--- config.mk ---
export PLATFORM = sky130hd
export DESIGN_NAME = replay_trace_driver
export DESIGN_NICKNAME = d
export VERILOG_FILES = /design/src/rtl/replay_trace_driver.sv
export SDC_FILE = /design/constraint.sdc
export NUM_CORES = 1
export LEC_CHECK = 0
export ABC_AREA = 1
export CORE_MARGIN = 5
export CORE_UTILIZATION = 58
export CTS_CLUSTER_DIAMETER = 30
export DETAILED_ROUTE_END_ITERATION = 8
export PLACE_DENSITY = 0.8
export SYNTH_ARGS = -nofsm -noshare
export SYNTH_HDL_FRONTEND = slang
export SYNTH_SLANG_ARGS = --single-unit
--- constraint.sdc ---
create_clock -name clock -period 16.1 [get_ports clock]
set_clock_uncertainty 0.15 [all_clocks]
set_input_delay 1.61 -clock clock [delete_from_list [all_inputs] [get_ports clock]]
set_output_delay 1.61 -clock clock [all_outputs]
set_load 0.005 [all_outputs]
--- src/rtl/replay_trace_driver.sv ---
// replay_trace_driver: buffers cycle-stamped IO records from the sample loader,
// applies each record's inputs to the DUT on its stamped cycle, checks the
// masked DUT outputs one cycle later and reports exit/pass to the replay loop.
module replay_trace_driver #(
  parameter int IN_W    = 32,
  parameter int OUT_W   = 32,
  parameter int CYC_W   = 64,
  parameter int DEPTH   = 4,
  parameter int MAX_ERR = 8
) (
  input  logic             clock,
  input  logic             reset,
  input  logic             rec_valid,
  output logic             rec_ready,
  input  logic [CYC_W-1:0] rec_cycle,
  input  logic [IN_W-1:0]  rec_in,
  input  logic [OUT_W-1:0] rec_expect,
  input  logic [OUT_W-1:0] rec_mask,
  input  logic             rec_last,
  output logic             dut_step,
  output logic [IN_W-1:0]  dut_in,
  input  logic [OUT_W-1:0] dut_out,
  output logic [CYC_W-1:0] cycles,
  output logic             mismatch,
  output logic [7:0]       err_count,
  output logic             exit,
  output logic             pass
);

  localparam int PTR_W = $clog2(DEPTH);
  localparam int CNT_W = PTR_W + 1;
  localparam logic [CNT_W-1:0] FULL_CNT  = CNT_W'(DEPTH);
  localparam logic [7:0]       ERR_LIMIT = 8'(MAX_ERR);

  typedef enum logic [1:0] {IDLE, RUN, DRAIN, DONE} state_t;

  typedef struct packed {
    logic [CYC_W-1:0] cyc;
    logic [IN_W-1:0]  din;
    logic [OUT_W-1:0] exp_v;
    logic [OUT_W-1:0] mask;
    logic             last;
  } rec_t;

  rec_t mem [DEPTH];

  state_t           state_q, state_d;
  logic [PTR_W-1:0] wr_ptr_q, wr_ptr_d, rd_ptr_q, rd_ptr_d;
  logic [CNT_W-1:0] count_q, count_d;
  logic [IN_W-1:0]  dut_in_q, dut_in_d;
  logic [CYC_W-1:0] cycles_q, cycles_d;
  logic             cmp_valid_q, cmp_valid_d;
  logic [OUT_W-1:0] cmp_exp_q, cmp_exp_d, cmp_mask_q, cmp_mask_d;
  logic             mismatch_q, mismatch_d;
  logic [7:0]       err_q, err_d;
  logic             exit_q, exit_d, pass_q, pass_d;

  rec_t       head, wr_rec;
  logic       full, empty, push, pop, hit, stale, run_head;
  logic [1:0] err_add;
  logic [8:0] err_sum;

  assign head   = mem[rd_ptr_q];
  assign wr_rec = '{cyc: rec_cycle, din: rec_in, exp_v: rec_expect,
                    mask: rec_mask, last: rec_last};

  assign full      = (count_q == FULL_CNT);
  assign empty     = (count_q == '0);
  assign rec_ready = !full && (state_q != DONE);
  assign push      = rec_valid && rec_ready;
  assign run_head  = (state_q == RUN) && !empty;
  assign hit       = run_head && (head.cyc == cycles_q);
  assign stale     = run_head && (head.cyc < cycles_q);
  assign pop       = hit || stale;
  assign dut_step  = run_head && !stale;

  assign dut_in    = dut_in_q;
  assign cycles    = cycles_q;
  assign mismatch  = mismatch_q;
  assign err_count = err_q;
  assign exit      = exit_q;
  assign pass      = pass_q;

  // Record storage: written on every accepted record.
  // NOTE: the storage array has no reset; occupancy is tracked by the reset
  // pointers/count, so stale contents are never observed and the array can map
  // to plain RAM.
  always_ff @(posedge clock) begin
    if (push) mem[wr_ptr_q] <= wr_rec;
  end

  // Next-state: FIFO bookkeeping, head dispatch, compare stage, FSM and verdict.
  // NOTE: every signal written here gets its default first, so no path through
  // the block leaves a value unassigned and no latch is inferred.
  always_comb begin
    state_d     = state_q;
    wr_ptr_d    = wr_ptr_q + PTR_W'(push);
    rd_ptr_d    = rd_ptr_q + PTR_W'(pop);
    count_d     = count_q + CNT_W'(push) - CNT_W'(pop);
    dut_in_d    = dut_in_q;
    cycles_d    = cycles_q;
    cmp_valid_d = cmp_valid_q;
    cmp_exp_d   = cmp_exp_q;
    cmp_mask_d  = cmp_mask_q;
    exit_d      = exit_q;
    pass_d      = pass_q;
    err_add     = 2'd0;

    if (state_q != DONE) begin
      // Compare the outputs produced by the inputs applied on the previous edge.
      if (cmp_valid_q && (((dut_out ^ cmp_exp_q) & cmp_mask_q) != '0))
        err_add = err_add + 2'd1;
      cmp_valid_d = 1'b0;
      if (hit) begin
        dut_in_d    = head.din;
        cmp_valid_d = 1'b1;
        cmp_exp_d   = head.exp_v;
        cmp_mask_d  = head.mask;
      end
      if (stale) err_add = err_add + 2'd1;
      if (dut_step) cycles_d = cycles_q + CYC_W'(1);
    end

    err_sum    = {1'b0, err_q} + {7'b0, err_add};
    err_d      = err_sum[8] ? 8'hFF : err_sum[7:0];
    mismatch_d = (err_add != 2'd0);

    case (state_q)
      IDLE:    if (push) state_d = RUN;
      RUN:     if (pop && head.last) state_d = DRAIN;
      DRAIN:   state_d = DONE;
      default: state_d = DONE;
    endcase
    // Too many errors: abandon the trace regardless of where it stands.
    if ((state_q != DONE) && (err_q >= ERR_LIMIT)) state_d = DONE;

    if ((state_d == DONE) && (state_q != DONE)) begin
      exit_d = 1'b1;
      pass_d = (err_d == 8'd0);
    end
  end

  // State register with synchronous active-low reset.
  // NOTE: sequential state uses non-blocking assignments so every flop samples
  // the pre-edge values regardless of process ordering.
  always_ff @(posedge clock) begin
    if (!reset) begin
      state_q     <= IDLE;
      wr_ptr_q    <= '0;
      rd_ptr_q    <= '0;
      count_q     <= '0;
      dut_in_q    <= '0;
      cycles_q    <= '0;
      cmp_valid_q <= 1'b0;
      cmp_exp_q   <= '0;
      cmp_mask_q  <= '0;
      mismatch_q  <= 1'b0;
      err_q       <= '0;
      exit_q      <= 1'b0;
      pass_q      <= 1'b0;
    end else begin
      state_q     <= state_d;
      wr_ptr_q    <= wr_ptr_d;
      rd_ptr_q    <= rd_ptr_d;
      count_q     <= count_d;
      dut_in_q    <= dut_in_d;
      cycles_q    <= cycles_d;
      cmp_valid_q <= cmp_valid_d;
      cmp_exp_q   <= cmp_exp_d;
      cmp_mask_q  <= cmp_mask_d;
      mismatch_q  <= mismatch_d;
      err_q       <= err_d;
      exit_q      <= exit_d;
      pass_q      <= pass_d;
    end
  end

endmodule
== Word level (Yosys, flattened, before mapping) ==
Memories as Yosys holds them, arrays and structs flattened. A register that Yosys moved wholly into a read port is not among the register bits.
Cells that the tools add are included.
Widths: inputs -> output; s select.

* Equal/unequal tests: 5
* Multiplexer cells: 13
* Reduce and logical (&&, ||, !) cells: 21
* Bitwise gates (word level): 2
* $add $sub $neg: 7
* Order comparisons: 2

{| class="wikitable"
|+ Operators with widths
! operator !! count
|-
| $add 64x1->64 const B || 1
|-
| $eq 64x64->1 || 1
|-
| $lt 64x64->1 || 1
|-
| $and 32x32->32 || 1
|-
| $reduce_bool 32->1 || 1
|-
| $xor 32x32->32 || 1
|-
| $mux 2 || 7
|-
| $logic_and 1x1->1 || 10
|-
| $add 8x2->9 || 1
|-
| $ge 8x4->1 const B || 1
|-
| $logic_not 8->1 || 1
|-
| $mux 8 || 1
|-
| $add 2x1->2 || 2
|-
| $mux 1 || 4
|-
| $pmux 2 s2 || 1
|-
| $reduce_and 2->1 || 2
|-
| $add 3x1->3 || 1
|-
| $eq 3x3->1 const B || 1
|-
| $logic_not 1->1 || 3
|-
| $logic_not 3->1 || 1
|-
| $sub 3x1->3 || 1
|-
| $add 2x1->2 const B || 1
|-
| $eq 2x1->1 const B || 1
|-
| $eq 2x2->1 const B || 1
|-
| other kinds (4) || 4
|}

* Input port bits: 196
* Memories kept: 1
* RAM bits: 644
* Register bits: 181
* Output and inout port bits: 109
* Word-level logic and storage cells: 64

{| class="wikitable"
|+ Memory list
! name !! depth !! width !! read ports !! clocked after memory_dff !! wr ports !! line !! text
|-
| mem || 4 || 161 || 1 || 1 || 1 || 45 || <nowiki>rec_t mem [DEPTH];</nowiki>
|}

== Longest topological paths before layout ==
Gate-level depths: netlist (run 1).

* Depth in word-level cells: 12
* Depth in mapped cells: 37

== Least setup slack after synthesis (run 1) ==
No wires, ideal clock.

* Path kind: in2reg
* Start point: in rec_valid
* End point: mem mem[0][0] (netlist bit), enable pin
* Path slack: 2.457 ns
* Stages on the path: 2
* Buffers on the path: 0
* Data required time: 15.070 ns
* Data arrival time: 12.613 ns
* Cells stage by stage: nand2_1 nor3_1

* Longest elaborated chain between the ends: 3

{| class="wikitable"
|+ RTL lines
! element !! line !! text
|-
| start, declared || 13 || <nowiki>input logic rec_valid,</nowiki>
|-
| $logic_and 1x1->1 || 70 || <nowiki>assign push = rec_valid && rec_ready;</nowiki>
|-
| $mux 1 || 89 || <nowiki>if (push) mem[wr_ptr_q] <= wr_rec;</nowiki>
|-
| $mux 1 (not written as such) || 89 ||
|-
| end, declared || 45 ||
|}

No other way between the ends.

==> results of run 1 <==
==> final timing paths <==
kind	startpoint	end	slack [ns]	cells past startpoint
max	rd_ptr_q[0]	dut_step	8.04	18
min	cmp_valid_q	cmp_valid_q	0.32	2
max reg2reg	rd_ptr_q[0]	pass	8.98	31
min reg2reg	cmp_valid_q	cmp_valid_q	0.32	2
==> routing by layer <==
layer	GRT usage, %	part of all wire [%]	vias up
met5	0	0.051	-
met4	10.8	3.1	8
met3	6.52	8.2	187
met2	47.7	49	1079
met1	37.3	40	12333
li1	-	-	11489
==> layout by cell type, fill, tap and decap left out, types with 4 or more instances in the layout <==
cell,n
clkbuf_16,148
inv_1,131
nand2_1,610
clkdlybuf4s50_1,304
or2_2,15
edfxtp_1,644
nor2_1,335
o22ai_1,64
buf_4,27
nand3b_1,4
o21ai_0,147
clkinv_4,16
a211oi_1,6
nor3_2,10
dfxtp_1,179
clkinv_2,16
xor2_1,67
nor3_1,38
clkbuf_1,8
o21ai_1,5
clkbuf_8,6
a21oi_1,199
bufinv_16,24
clkinv_1,7
inv_6,9
clkinv_8,7
o21a_1,5
diode_2,15
nand4_1,36
nor4_1,5
nand3_1,46
a32o_1,97
inv_8,8
ha_1,72
a211oi_2,90
clkinvlp_4,21
nor4_2,4
==> cells in the mapped netlist, types with 11 or more instances <==
| library cell | instances | area (sq um) |
|---|---|---|
| edfxtp_1 | 644 | 19300 |
| nand2_1 | 610 | 2290 |
| nor2_1 | 335 | 1260 |
| a21oi_1 | 199 | 996 |
| dfxtp_1 | 181 | 3620 |
| o21ai_0 | 147 | 736 |
| inv_1 | 131 | 492 |
| clkbuf_1 | 117 | 439 |
| a32o_1 | 97 | 971 |
| a211oi_2 | 90 | 1130 |
| ha_1 | 72 | 901 |
| xor2_1 | 67 | 587 |
| o22ai_1 | 64 | 400 |
| nand3_1 | 46 | 230 |
| nor3_1 | 42 | 210 |
| nand4_1 | 36 | 225 |
| buf_2 | 15 | 75.1 |
| or2_2 | 15 | 93.8 |
| buf_4 | 11 | 82.6 |
==> worst min-delay path, stage by stage (launching register included) <==
cell	delay, ns
dfxtp_1	0.31
nand2_1	0.06
a21oi_1	0.05
==> registers in the layout (all words and copies together), names as in the netlist, 2 cells and up <==
name / count
wr_ptr_q: 2
dut_in: 32
cmp_exp_q: 32
rd_ptr_q: 2
cmp_mask_q: 32
cycles: 64
state_q: 2
mem: 644
err_count: 8
count_q: 3
==> area by class of cell <==
class	instances	area, sq um
Sequential cell	825	23000
Fill cell	3736	15700
Multi-Input combinational cell	1883	10600
Clock buffer	162	3820
Timing Repair Buffer	331	3250
Clock inverter	105	1390
Tap cell	773	967
Inverter	138	546
Antenna cell	15	37.5
==> logic make-up after synthesis <==
logic type	synth area share (%)
AND/OR/NAND/NOR	13.2
flip-flops	66.1
AO/OA/AOI/OAI	12.7
buffers and inverters	3.60
adder cells (fa/ha/maj)	2.71
XOR/XNOR	1.76
==> through the flow <==
stage	utilization [%]	setup WS, ns	std cells
2_1_floorplan	-	2.46	3005
3_3_place_gp	64.6	9.03	3950
3_5_place_dp	64.6	8.90	3950
4_1_cts	73.4	8.08	4217
5_1_grt	73.5	7.62	4226
6_report	73.5	8.04	4232
==> power by group through the flow <==
stage	registers (uW)	clock network, uW	logic, uW
after floorplan	2660	0	475
after global placement	2590	0	696
after detailed placement	2600	0	728
after CTS	2560	3220	742
after global routing	2570	3320	813
final	2560	3200	742
==> metrics.md, run 1 <==
| Metric | Value |
|---|---|
| Outcome | `completed` |
| Number of synthesis warnings | `0` |
| Setup_tns | `0 ns` |
| Fin crit period | `8.06 ns` |
| Asr flop ratio synth | `0%` |
| Die width | `255 microns` |
| Largest net degree at the start of global routing | `179` |
| P_sw | `1620 uW` |
| CP max-delay cell | `buf_4` |
| Worst Max-Slew Pin Slew | `1.28 ns` |
| Vias post-DR | `25096` |
| Setup Buffers After CTS | `0` |
| Layout cells sized above 1 | `12.0%` |
| Core area | `59200 sq um` |
| Post-Syn Area | `34800 sq um` |
| Design area | `43500 sq um` |
| Rows | `89` |
| Primary FF master, synth | `edfxtp_1` |
| Post-DRT Antenna Nets | `0` |
| CTS tree | `built` |
| Clk_lat worst skew | `0.70 ns` |
| Crit Path Class | `reg2out` |
| Number of port buffers | `304` |
| Arr. time, crit path | `6.30 ns` |
| Initial drt markers | `2570` |
| Library cells used by synthesis | `45` |
| CP Capture Type | `output pin` |
| Initial antenna violation count | `17` |
| Crit-path max FO | `137` |
| Die height | `255 microns` |
| Vias in the first global route | `25153` |
| Mapped Avg Cell Area | `11.6 sq um` |
| Die ar. | `64900 sq um` |
| Fmax | `124 MHz` |
| Switching share of power | `25.0%` |
| Overflow after GRT | `0` |
| Routability cong. | `0.939` |
| CP Launch Type | `flip-flop` |
| Hold Vio Cnt, Final | `0` |
| Via density | `5.93` |
| Peak supply drop | `0.155 mV` |
| Pleak | `0.0152 uW` |
| Layout Nets | `3593` |
| Layout area overhead | `25.2%` |
| Detail Placement HPWL | `58300 microns` |
| Int Pwr | `4880 uW` |
| Comb pwr share | `11.4%` |
| Syn nets | `3275` |
| H-Tree Depth | `4` |
| Sequential share of power | `39.4%` |
| First-pass DRT Iterations | `5` |
| CP max stage delay | `0.86 ns` |
| First-pass GRT wire length | `144000 microns` |
| CTS Hold Bufs | `0` |
| Post-cts repair resize count | `0` |
| Total Power | `6500 uW` |
| Clock root cell | `clkbuf_16` |
| WHS | `0.324 ns` |
| CTS clock-pin slew for the worst setup and hold paths | `0.05 ns` |
| CP bufs+invs | `7` |
| CP dominant cell by count | `nand2_1` |
| Worst path cell trace | `inv_8, buf_4, buf_4, o21ai_0, o22ai_1, ha_1, nand2_1, inv_1, o21ai_0, nand2_1, a21oi_1, nand2_1, a21oi_1, nand2_1, nand2_2, buf_4, inv_2, clkdlybuf4s50_1` |
| Post-synth EDFFs | `644` |
| Routed WL | `95300 microns` |
| Seq/Total Area, Yosys | `66.1%` |
| DRC | `0` |
| Cell Pwr Density | `149 nW/um^2` |
| Clock buffer depth | `3` |
| Slew Limit Fails | `0` |
| Cts bufs inserted | `144` |
| Ports | `305` |
| Clock power frac | `49.2%` |
| HP Class | `reg2reg` |
| Num Clock Sinks | `825` |
| Setup-failing EPs final | `0` |
| WL/cell | `22.5 microns` |
| RSZ-0062 raised after global routing | `false` |
| CP Data Required Time | `14.34 ns` |
| Placed cell areas | `38300 sq um` |
| Mapped Cells | `3005` |
| Synthesized flop and latch total | `825` |
| GRT Total Usage | `28.7%` |
| Starting density of the core | `58.7%` |
| Final worst-path cycle share | `50.0%` |
| Slew margin rel. | `14.4%` |
| MaxCap Viol Count | `0` |
| Worst path top cell family by delay | `buffers and inverters` |
Note: power is estimated with default switching activity, not from simulation.
==> run 2: changes to the inputs <==
- CORE_UTILIZATION: 58 -> 52
- PLACE_DENSITY: 0.8 -> 0.76
- clock period: 16.1 -> 7.4 ns (I/O delays scaled with it)
==> metrics.md, run 2 (synthesis results as in run 1) <==
| Metric | Value |
|---|---|
| Routability cong. | `0.959 (was 0.939)` |
| Vias post-DR | `24783 (was 25096)` |
| Detail Placement HPWL | `59400 microns (was 58300 microns)` |
| Die width | `269 microns (was 255 microns)` |
| First-pass GRT wire length | `142000 microns (was 144000 microns)` |
| Most frequent cells in the layout | `edfxtp_1, nand2_1, nor2_1, clkdlybuf4s50_1, a21oi_1 (unchanged)` |
| Int Pwr | `10500 uW (was 4880 uW)` |
| Layout cells sized above 1 | `11.9% (was 12.0%)` |
| R2R setup slack | `1.21 ns (was 8.98 ns)` |
| Die height | `269 microns (was 255 microns)` |
| Reg2Reg Depth | `29 (was 31)` |
| Arr. time, crit path | `6.59 ns (was 6.30 ns)` |
| Setup Buffers After CTS | `0 (unchanged)` |
| Post-cts repair resize count | `0 (unchanged)` |
| CP Capture Type | `flip-flop (was output pin)` |
| Clk_lat worst skew | `0.71 ns (was 0.70 ns)` |
| RSZ-0062 raised after global routing | `false (unchanged)` |
| Cts bufs inserted | `155 (was 144)` |
| Fin crit period | `6.19 ns` |
| CP bufs+invs | `7 (unchanged)` |
| Overflow after GRT | `0 (unchanged)` |
| CP max stage delay | `0.76 ns (was 0.86 ns)` |
| Starting density of the core | `52.7% (was 58.7%)` |
| Crit Path Class | `reg2reg (was reg2out)` |
| Layout Cells excl Fill | `4343 (was 4232)` |
| H-Tree Depth | `4 (unchanged)` |
| Slew Limit Fails | `0 (unchanged)` |
| Outcome | `completed (unchanged)` |
| Comb pwr share | `11.3% (was 11.4%)` |
| Reg2Reg Launch Point | `rd_ptr_q[0] (unchanged)` |
| Die ar. | `72100 sq um (was 64900 sq um)` |
| Sequential share of power | `39.8% (was 39.4%)` |
| CTS Hold Bufs | `0 (unchanged)` |
| MaxCap Viol Count | `0 (unchanged)` |
| Most flops, register | `mem (unchanged)` |
| DRC | `0 (unchanged)` |
| CP Launch Type | `flip-flop (unchanged)` |
| Worst Max-Slew Pin Slew | `1.08 ns (was 1.28 ns)` |
| Number of port buffers | `304 (unchanged)` |
| Setup_tns | `0 ns (unchanged)` |
| Pleak | `0.0152 uW (about the same)` |
| Setup-failing EPs final | `0 (unchanged)` |
| Cell Pwr Density | `321 nW/um^2 (was 149 nW/um^2)` |
| Largest net degree at the start of global routing | `168 (was 179)` |
| WHS Endpoint | `exit (was cmp_valid_q)` |
| Clock power frac | `48.9% (was 49.2%)` |
| Most common cell after layout, fill and taps aside | `edfxtp_1 (unchanged)` |
| CP Data Required Time | `7.79 ns (was 14.34 ns)` |
| Peak supply drop | `0.244 mV (was 0.155 mV)` |
| Worst Hold Path Cells | `2 (unchanged)` |
| Vias in the first global route | `25104 (was 25153)` |
| Num Clock Sinks | `825 (unchanged)` |
| Worst path top cell family by delay | `simple AND/OR/NAND/NOR gates (was buffers and inverters)` |
| Layout area overhead | `25.8% (was 25.2%)` |
| Layout Nets | `3607 (was 3593)` |
| Via density | `5.71 (was 5.93)` |
| Initial drt markers | `1946 (was 2570)` |
| Clock root cell | `clkbuf_16 (unchanged)` |
| Post-DRT Antenna Nets | `0 (unchanged)` |
| Slew margin rel. | `27.8% (was 14.4%)` |
| Max reg flops | `644 (unchanged)` |
| Routed WL | `93600 microns (was 95300 microns)` |
| Initial antenna violation count | `19 (was 17)` |
| HP Class | `reg2reg (unchanged)` |
| Dpl cells | `4044 (was 3950)` |
| Fmax | `161 MHz` |
| GRT Total Usage | `25.5% (was 28.7%)` |
| Core area | `66000 sq um (was 59200 sq um)` |
| Rows | `94 (was 89)` |
| Clock buffer depth | `3 (unchanged)` |
| Crit-path max FO | `167 (was 137)` |
| Terminus of the critical flop-to-flop path | `pass (unchanged)` |
| Switching share of power | `25.0% (about the same)` |
| CTS clock-pin slew for the worst setup and hold paths | `0.05 ns (about the same)` |
| CTS tree | `built (unchanged)` |
| Final worst-path cycle share | `83.7%` |
| WP depth | `29 (was 18)` |
| CP max-delay cell | `dfxtp_4 (was buf_4)` |
| P_sw | `3510 uW (was 1620 uW)` |
| Ports | `305 (unchanged)` |
| Worst hold start | `exit (was cmp_valid_q)` |
| Hold Vio Cnt, Final | `0 (unchanged)` |
| First-pass DRT Iterations | `5 (unchanged)` |
| CP dominant cell by count | `inv_1 (was nand2_1)` |
| WL/cell | `21.6 microns (was 22.5 microns)` |
## run 2: worst register-to-register path: cells and delay by family, from the launching register on
kind	cells	cell delay, ns
AOI/OAI and AO/OA	3	0.83
adders and majority gates	4	1.13
DFF	1	0.76
buffers and inverters	7	1.03
and+or+nand+nor	15	2.13
## run 2: routing by layer
metal	vias up	global-route usage (%)	wire, microns
li1	11537	-	-
met1	12208	32.2	37600
met2	856	43.8	46900
met3	166	6.04	6640
met4	16	8.43	2380
met5	-	0	122
## run 2: power groups by stage
stage                     Sequential, uW  Combinational (uW)  Clock [uW]
final                               5590                1590        6870
after CTS                           5590                1610        6960
after floorplan                     5710                1040           0
after global routing                5620                1760        7220
after detailed placement            5670                1590           0
after global placement              5650                1530           0
## run 2: worst max path at each step
stage	from	slack (ns)	end
after floorplan	rec_valid	-0.46	mem[2][0]
after global placement	rd_ptr_q[0]	1.79	pass
after detailed placement	rd_ptr_q[0]	1.52	pass
after CTS	rd_ptr_q[0]	1.45	pass
after global routing	rd_ptr_q[0]	0.76	pass
final	rd_ptr_q[0]	1.21	pass
## run 2: per-stage QoR
step | worst slack [ns] | power (uW) | utilization (%) | instance area [sq um] | hold WS (ns)
3_3_place_gp | 1.79 | 7180 | 58.3 | 38500 | 0.308
2_1_floorplan | -0.456 | 6740 | - | 34800 | 0.290
5_1_grt | 0.761 | 14600 | 66.2 | 43700 | 0.370
6_report | 1.21 | 14100 | 66.3 | 43700 | 0.322
4_1_cts | 1.45 | 14200 | 66.2 | 43700 | 0.325
3_5_place_dp | 1.52 | 7260 | 58.3 | 38500 | 0.316
## run 2: area by class of cell
type / instances / area [sq um]
antenna: 11 / 27.5
clock buffer: 190 / 4140
clock inverter: 98 / 1080
fill: 4744 / 22300
inverter: 138 / 546
multi-input combinational: 1883 / 10600
sequential: 825 / 23000
tap: 864 / 1080
timing repair buffer: 334 / 3280
